File: src/rtl/watch_mode_ctrl_pkg.sv
// Shared definitions for the watch mode controller: the 3-bit mode encoding seen by the
// display block and time counters, plus small mode-class helpers.
package watch_mode_ctrl_pkg;

  typedef enum logic [2:0] {
    S_STOPWATCH_HIDE_STOPPED = 3'b000,
    S_STOPWATCH_SET_H        = 3'b001,
    S_STOPWATCH_SET_M        = 3'b010,
    S_STOPWATCH_SHOW_STOPPED = 3'b011,
    S_STOPWATCH_SHOW_RUNNING = 3'b100,
    S_STOPWATCH_SW_RESET     = 3'b101,
    S_STOPWATCH_HIDE_RUNNING = 3'b110
  } state_e;

  // Debounced button events after M > A > B arbitration; at most one bit set.
  typedef struct packed {
    logic m;
    logic a;
    logic b;
  } btn_sel_t;

  function automatic logic is_run_state(state_e s);
    return (s == S_STOPWATCH_SHOW_RUNNING) || (s == S_STOPWATCH_HIDE_RUNNING);
  endfunction

  function automatic logic is_set_state(state_e s);
    return (s == S_STOPWATCH_SET_H) || (s == S_STOPWATCH_SET_M);
  endfunction

  function automatic btn_sel_t arbitrate(logic ev_m, logic ev_a, logic ev_b);
    btn_sel_t sel;
    sel.m = ev_m;
    sel.a = ev_a & ~ev_m;
    sel.b = ev_b & ~ev_m & ~ev_a;
    return sel;
  endfunction

endpackage

File: src/rtl/watch_mode_ctrl_if.sv
// User-facing bundle of the watch mode controller: seconds tick, raw buttons, mode bus and
// the control pulses going to the timekeeping and stopwatch counters.
interface watch_mode_ctrl_if;

  logic       seconds_clk;
  logic       btn_mode;
  logic       btn_a;
  logic       btn_b;
  logic [2:0] state;
  logic       sw_run;
  logic       sw_clear;
  logic       inc_h;
  logic       inc_m;

  modport master (
    output seconds_clk,
    output btn_mode,
    output btn_a,
    output btn_b,
    input  state,
    input  sw_run,
    input  sw_clear,
    input  inc_h,
    input  inc_m
  );

  modport slave (
    input  seconds_clk,
    input  btn_mode,
    input  btn_a,
    input  btn_b,
    output state,
    output sw_run,
    output sw_clear,
    output inc_h,
    output inc_m
  );

endinterface

File: src/rtl/watch_mode_ctrl_btn_debounce.sv
// Single-button debouncer: 2-FF synchroniser, stability counter, accepted level and a
// one-cycle pulse on each accepted press.
module btn_debounce #(
  parameter int unsigned DEB_CYCLES = 50000,
  parameter int unsigned DEB_W      = 16
) (
  input  logic clk_i,
  input  logic rst_ni,
  input  logic btn_i,
  output logic rise_o
);

  logic             sync1_q, sync2_q;
  logic [DEB_W-1:0] cnt_d, cnt_q;
  logic             stable_d, stable_q;
  logic             rise_d, rise_q;
  logic             arm_d, arm_q;

  // Synchroniser is free-running so a button held across reset is still seen as held.
  always_ff @(posedge clk_i) begin
    sync1_q <= btn_i;
    sync2_q <= sync1_q;
  end

  always_comb begin
    cnt_d    = '0;
    stable_d = stable_q;
    rise_d   = 1'b0;
    // A press is only reported once the button has been seen released since reset.
    arm_d    = arm_q | ~sync2_q;
    if (sync2_q != stable_q) begin
      if (cnt_q == DEB_W'(DEB_CYCLES - 1)) begin
        stable_d = sync2_q;
        rise_d   = sync2_q & arm_q;
      end else begin
        cnt_d = cnt_q + DEB_W'(1);
      end
    end
  end

  always_ff @(posedge clk_i) begin
    if (!rst_ni) begin
      cnt_q    <= '0;
      stable_q <= 1'b0;
      rise_q   <= 1'b0;
      arm_q    <= 1'b0;
    end else begin
      cnt_q    <= cnt_d;
      stable_q <= stable_d;
      rise_q   <= rise_d;
      arm_q    <= arm_d;
    end
  end

  assign rise_o = rise_q;

endmodule

File: src/rtl/watch_mode_ctrl.sv
// Watch mode controller: debounces M/A/B, runs the mode FSM with set-mode idle timeout on
// the 1 Hz tick, and issues registered control pulses to the counters.
module watch_mode_ctrl
  import watch_mode_ctrl_pkg::*;
#(
  parameter int unsigned DEB_CYCLES = 50000,
  parameter int unsigned DEB_W      = 16,
  parameter int unsigned TIMEOUT_S  = 10
) (
  input  logic            clk,
  input  logic            reset,
  watch_mode_ctrl_if.slave bus
);

  localparam int unsigned TO_W = $clog2(TIMEOUT_S + 1);

  logic ev_m, ev_a, ev_b;

  btn_debounce #(
    .DEB_CYCLES(DEB_CYCLES),
    .DEB_W     (DEB_W)
  ) u_deb_mode (
    .clk_i (clk),
    .rst_ni(reset),
    .btn_i (bus.btn_mode),
    .rise_o(ev_m)
  );

  btn_debounce #(
    .DEB_CYCLES(DEB_CYCLES),
    .DEB_W     (DEB_W)
  ) u_deb_a (
    .clk_i (clk),
    .rst_ni(reset),
    .btn_i (bus.btn_a),
    .rise_o(ev_a)
  );

  btn_debounce #(
    .DEB_CYCLES(DEB_CYCLES),
    .DEB_W     (DEB_W)
  ) u_deb_b (
    .clk_i (clk),
    .rst_ni(reset),
    .btn_i (bus.btn_b),
    .rise_o(ev_b)
  );

  state_e          state_d, state_q;
  logic [TO_W-1:0] to_cnt_d, to_cnt_q;
  logic            sec_q;
  logic            sw_run_d, sw_run_q;
  logic            sw_clear_d, sw_clear_q;
  logic            inc_h_d, inc_h_q;
  logic            inc_m_d, inc_m_q;
  logic            sec_rise;
  logic            any_ev;
  logic            timeout_hit;
  btn_sel_t        sel;

  always_comb begin
    sel         = arbitrate(ev_m, ev_a, ev_b);
    any_ev      = ev_m | ev_a | ev_b;
    sec_rise    = bus.seconds_clk & ~sec_q;
    timeout_hit = sec_rise && (to_cnt_q == TO_W'(TIMEOUT_S - 1));

    state_d  = state_q;
    to_cnt_d = '0;
    inc_h_d  = 1'b0;
    inc_m_d  = 1'b0;

    // Any button event in a set mode restarts the idle count and beats a same-cycle timeout.
    if (is_set_state(state_q) && !any_ev && !timeout_hit) begin
      to_cnt_d = sec_rise ? to_cnt_q + TO_W'(1) : to_cnt_q;
    end

    case (state_q)
      S_STOPWATCH_HIDE_STOPPED: begin
        if (sel.m)      state_d = S_STOPWATCH_SET_H;
        else if (sel.a) state_d = S_STOPWATCH_SHOW_STOPPED;
      end
      S_STOPWATCH_SET_H: begin
        if (sel.m)            state_d = S_STOPWATCH_SET_M;
        else if (sel.b)       inc_h_d = 1'b1;
        else if (!any_ev && timeout_hit) state_d = S_STOPWATCH_HIDE_STOPPED;
      end
      S_STOPWATCH_SET_M: begin
        if (sel.m)            state_d = S_STOPWATCH_HIDE_STOPPED;
        else if (sel.b)       inc_m_d = 1'b1;
        else if (!any_ev && timeout_hit) state_d = S_STOPWATCH_HIDE_STOPPED;
      end
      S_STOPWATCH_SHOW_STOPPED: begin
        if (sel.m)      state_d = S_STOPWATCH_HIDE_STOPPED;
        else if (sel.a) state_d = S_STOPWATCH_SHOW_RUNNING;
        else if (sel.b) state_d = S_STOPWATCH_SW_RESET;
      end
      S_STOPWATCH_SHOW_RUNNING: begin
        if (sel.m)      state_d = S_STOPWATCH_HIDE_RUNNING;
        else if (sel.a) state_d = S_STOPWATCH_SHOW_STOPPED;
      end
      S_STOPWATCH_SW_RESET: begin
        state_d = S_STOPWATCH_SHOW_STOPPED;
      end
      S_STOPWATCH_HIDE_RUNNING: begin
        if (sel.m || sel.a) state_d = S_STOPWATCH_SHOW_RUNNING;
      end
      default: begin
        state_d = S_STOPWATCH_HIDE_STOPPED;
      end
    endcase

    sw_run_d   = is_run_state(state_d);
    sw_clear_d = (state_d == S_STOPWATCH_SW_RESET);
  end

  always_ff @(posedge clk) begin
    if (!reset) begin
      state_q    <= S_STOPWATCH_HIDE_STOPPED;
      to_cnt_q   <= '0;
      sec_q      <= 1'b0;
      sw_run_q   <= 1'b0;
      sw_clear_q <= 1'b0;
      inc_h_q    <= 1'b0;
      inc_m_q    <= 1'b0;
    end else begin
      state_q    <= state_d;
      to_cnt_q   <= to_cnt_d;
      sec_q      <= bus.seconds_clk;
      sw_run_q   <= sw_run_d;
      sw_clear_q <= sw_clear_d;
      inc_h_q    <= inc_h_d;
      inc_m_q    <= inc_m_d;
    end
  end

  assign bus.state    = state_q;
  assign bus.sw_run   = sw_run_q;
  assign bus.sw_clear = sw_clear_q;
  assign bus.inc_h    = inc_h_q;
  assign bus.inc_m    = inc_m_q;

endmodule

File: src/flat_wrapper.sv
// flat-port wrapper written by rule: the top's interface ports become plain ports
module watch_mode_ctrl_flat import watch_mode_ctrl_pkg::*;
#(
  parameter int unsigned DEB_CYCLES = 50000,
  parameter int unsigned DEB_W      = 16,
  parameter int unsigned TIMEOUT_S  = 10
)
  (clk, reset, bus_seconds_clk, bus_btn_mode, bus_btn_a, bus_btn_b, bus_state, bus_sw_run, bus_sw_clear, bus_inc_h, bus_inc_m);
  watch_mode_ctrl_if bus_i ();
  input  logic clk;
  input  logic reset;
  input wire logic [$bits(bus_i.seconds_clk)-1:0] bus_seconds_clk;
  input wire logic [$bits(bus_i.btn_mode)-1:0] bus_btn_mode;
  input wire logic [$bits(bus_i.btn_a)-1:0] bus_btn_a;
  input wire logic [$bits(bus_i.btn_b)-1:0] bus_btn_b;
  output wire logic [$bits(bus_i.state)-1:0] bus_state;
  output wire logic [$bits(bus_i.sw_run)-1:0] bus_sw_run;
  output wire logic [$bits(bus_i.sw_clear)-1:0] bus_sw_clear;
  output wire logic [$bits(bus_i.inc_h)-1:0] bus_inc_h;
  output wire logic [$bits(bus_i.inc_m)-1:0] bus_inc_m;
  assign bus_i.seconds_clk = bus_seconds_clk;
  assign bus_i.btn_mode = bus_btn_mode;
  assign bus_i.btn_a = bus_btn_a;
  assign bus_i.btn_b = bus_btn_b;
  assign bus_state = bus_i.state;
  assign bus_sw_run = bus_i.sw_run;
  assign bus_sw_clear = bus_i.sw_clear;
  assign bus_inc_h = bus_i.inc_h;
  assign bus_inc_m = bus_i.inc_m;
  watch_mode_ctrl #(.DEB_CYCLES(DEB_CYCLES), .DEB_W(DEB_W), .TIMEOUT_S(TIMEOUT_S)) u_core (.clk(clk), .reset(reset), .bus(bus_i));
endmodule
File: config.mk
export PLATFORM = sky130hd
export DESIGN_NAME = watch_mode_ctrl_flat
export DESIGN_NICKNAME = d
export VERILOG_FILES = /design/src/rtl/watch_mode_ctrl_pkg.sv /design/src/rtl/watch_mode_ctrl_if.sv /design/src/rtl/watch_mode_ctrl_btn_debounce.sv /design/src/rtl/watch_mode_ctrl.sv /design/src/flat_wrapper.sv
export SDC_FILE = /design/constraint.sdc
export NUM_CORES = 1
export LEC_CHECK = 0
export BUFFER_PORTS_ARGS = -buffer_cell sky130_fd_sc_hd__buf_2
export CORE_ASPECT_RATIO = 0.9
export CORE_MARGIN = 2
export CORE_UTILIZATION = 60
export DETAILED_ROUTE_END_ITERATION = 7
export GPL_TIMING_DRIVEN = 0
export PLACE_DENSITY_LB_ADDON = 0.12
export SYNTH_ARGS = -nofsm -noshare
export SYNTH_HDL_FRONTEND = slang
export SYNTH_SLANG_ARGS = --single-unit
File: constraint.sdc
create_clock -name clk -period 2.6 [get_ports clk]
set_clock_uncertainty 0.2 [all_clocks]
set_input_delay 0.13 -clock clk [delete_from_list [all_inputs] [get_ports clk]]
set_output_delay 0.13 -clock clk [all_outputs]
set_load 0.05 [all_outputs]
==> impl_metrics.toml <==
[outcome]
run_status = "complete, no violations"

[critical_path]
cp-end-kind = "flip-flop"
cp_slowest_cell = "dfxtp_1"
rrSetupSlack_ps = 430
critPathKind = "reg -> reg"
worstRegToRegCells = 6
r2r_end = "u_core.u_deb_b.cnt_q[8]"
cp_top_family = "simple AND/OR/NAND/NOR gates"
cp_max_fo = 10
cp_cell_sequence = "ha_1 -> and3_1 -> nand4_1 -> nand3_1 -> clkbuf_1 -> nor2_1"
crit-reg2reg-launch = "u_core.u_deb_b.cnt_q[0]"
worstPathRequired_ps = 2620
cpPeakStageDelay_ps = 420
crit_buf_inv = 1
worst_setup_path_start_kind = "flip-flop"
arrival_ps = 2190

[routing]
wl_met3_um = 225
wl_per_cell_um = 12.4
top_layer = "met4"
ant_nets = 0
firstDrtPassIters = 4
wl_met1_um = 2770
wl_um = 5490
dr_wl_met2_um = 2450
num_vias = 2419
via_per_inst = 5.47
drt_iter0_markers = 93
drc = 0

[die]
die_w_um = 80.3
initial_utilization = 0.635
die_area_um2 = 5840
ios = 13
chipHeight_um = 72.7
rows = 24
core_area_um2 = 4950

[yosys]
synthCells = 344
post_synth_instance_area_um2 = 3150
ys_ff_latch = 75
synth.distinct_cells = 42
avgSynthCellArea_um2 = 9.15
yosysWarningCount = 0
yosysTopAreaCellShare = 0.477
synth_top_area_cell = "dfxtp_1"
synth_seq_area_share = 0.477
netlist_top_cells_area = "dfxtp_1, xnor2_1, nor2_1"
synth_nets = 355

[placed_design]
dp_hpwl_um = 3750
gp_congestion = 0.841
port_buffers = 12
place_inst = 421

[clock_tree]
clk_latency_ps = 340
cts_tree = "built"
postCtsSetupRepairBufs = 0
cts-root-buf = "clkbuf_8"
numCtsBuffers = 9
h-tree-depth = 3
post_cts_resized = 0
clk_path_buf_depth = 2
clk_pin_slew_ps = 80
clock_sinks = 75
holdBufCountCts = 5

[layout]
nets = 383
final_cells = 442
syn_to_final_growth_pct = 12.8
n_fill_cell = 389
antenna_cells = 0
layout-drive-gt1-share = 0.0875

[global_routing]
grt_pass1_vias = 2203
antenna_found_initial = 0
grt_max_degree = 13
grt_overflow_total = 0
grt_pass1_wl_um = 9560
grt_use_total = 0.209

[sta]
slew_viol_final = 0
hold_viol = 0
setup_viol = 0
min_period_ps = 2170
slew_headroom = 0.699
fmax_ghz = 0.462
tns_ps = 0
fin_crit_sh = 0.833
tightest_slew_ps = 452
grt_setup_unrepaired = "no"

[power_and_ir_drop]
p_leak_nw = 1.25
p_switching_w = 0.000447
p_sw_frac = 0.208
comb_power_share = 0.023
max-vdd-ir-drop_mv = 0.389
p_int_w = 0.00170
p_per_area_nw_per_um2 = 605
p_seq_frac = 0.546
p_clk_frac = 0.431

[worst_hold_path]
hold_depth = 0
min_to = "u_core.u_deb_mode.sync2_q"
hold_path.startpoint = "u_core.u_deb_mode.sync1_q"
hold_path_class = "reg -> reg"

[run]
max-cap-violations = 0
## stage by stage
stage	setup slack, ps	cell area (µm²)	power, W	utilization	hold slack (ps)
6_report	435	3550	0.00215	0.717	139
5_1_grt	184	3550	0.00223	0.717	144
4_1_cts	404	3550	0.00217	0.717	142
3_5_place_dp	423	3290	0.00124	0.664	35.2
3_3_place_gp	472	3290	0.00124	0.664	32.9
2_1_floorplan	552	3150	0.00123	-	-42.3
## placed cells by master, fill, tap and decap left out, types with 6 or more instances in the layout
master | Yosys | final
clkbuf_8 | 0 | 12
nor4_1 | 11 | 11
nand3_1 | 18 | 18
nand2_1 | 16 | 16
dfxtp_1 | 75 | 75
a21oi_1 | 6 | 6
and3_1 | 8 | 8
clkbuf_1 | 7 | 7
nor2_1 | 58 | 58
nand4_1 | 16 | 16
buf_2 | 0 | 12
xor2_1 | 18 | 18
nor3_1 | 9 | 9
inv_1 | 14 | 14
xnor2_1 | 28 | 28
## how the worst max path moves through the flow
stage,end,cells after the start,from,slack (ps)
finish,u_core.u_deb_b.cnt_q[8],6,u_core.u_deb_b.cnt_q[0],430
global route,u_core.u_deb_b.cnt_q[7],6,u_core.u_deb_b.cnt_q[0],180
CTS,u_core.u_deb_b.cnt_q[4],6,u_core.u_deb_b.cnt_q[0],400
detailed placement,u_core.u_deb_b.cnt_q[8],6,u_core.u_deb_b.cnt_q[0],420
global placement,u_core.u_deb_b.cnt_q[7],6,u_core.u_deb_b.cnt_q[0],470
floorplan,u_core.bus.sw_clear,5,u_core.bus.state[0],550
## power by group through the flow
| stage | Clock, W | Combinational (W) | Sequential (W) |
|---|---|---|---|
| final | 0.000926 | 0.0000501 | 0.00117 |
| after global routing | 0.000995 | 0.0000574 | 0.00117 |
| after CTS | 0.000943 | 0.0000513 | 0.00117 |
| after detailed placement | 0 | 0.0000453 | 0.00120 |
| after global placement | 0 | 0.0000435 | 0.00120 |
| after floorplan | 0 | 0.0000319 | 0.00120 |
## final cells by class
cell class	instances	area (µm²)	share of cell area
Timing Repair Buffer	17	110	0.0310
Sequential cell	75	1500	0.423
Buffer	9	45.0	0.0127
Multi-Input combinational cell	245	1540	0.435
Clock inverter	4	47.5	0.0134
Tap cell	65	81.3	0.0229
Inverter	15	56.3	0.0159
Clock buffer	12	165	0.0465
## state kept, by name (all words and copies together) (netlist names), 3 cells and up
name	count
u_core.u_deb_a.cnt_q	16
u_core.u_deb_b.cnt_q	16
u_core.u_deb_mode.cnt_q	16
u_core.to_cnt_q	4
u_core.bus.state	3
## logic make-up after synthesis
family,Yosys count,share of synthesized area
XOR/XNOR,46,0.128
flip-flops,75,0.477
buffers and inverters,24,0.0322
adder cells (fa/ha/maj),5,0.0199
multiplexers,3,0.00954
AND/OR/NAND/NOR,169,0.287
AO/OA/AOI/OAI,22,0.0461
## metal layers
| metal | GRT usage | vias up |
|---|---|---|
| met4 | 0.0847 | 0 |
| met2 | 0.328 | 51 |
| met3 | 0.0668 | 4 |
| met1 | 0.269 | 1110 |
| met5 | 0 | - |
| li1 | - | 1254 |
## Yosys cell counts, drive strengths merged
library cell and count:
a21oi 6, nor2 58, buf 2, and3 8, nor3b 2, nand3 18, nand4b 1, a311oi 1
dfxtp 75, xnor2 28, nand4 16, a21bo 1, clkbuf 7, nor2b 3, nand2 16, and3b 1
nand2b 3, ha 5, nor3 9, o21ai 5, a41oi 1, a211oi 2, or4 1, xor2 18
and4 4, mux2i 3, nor4bb 5, nor4 12, or3 3, o21ba 1, and2 3, or4b 2
inv 14, or2 2, o31ai 1, a31oi 2, clkinv 1, a221oi 2, nor4b 2
Power figures use the tool's default switching activity.
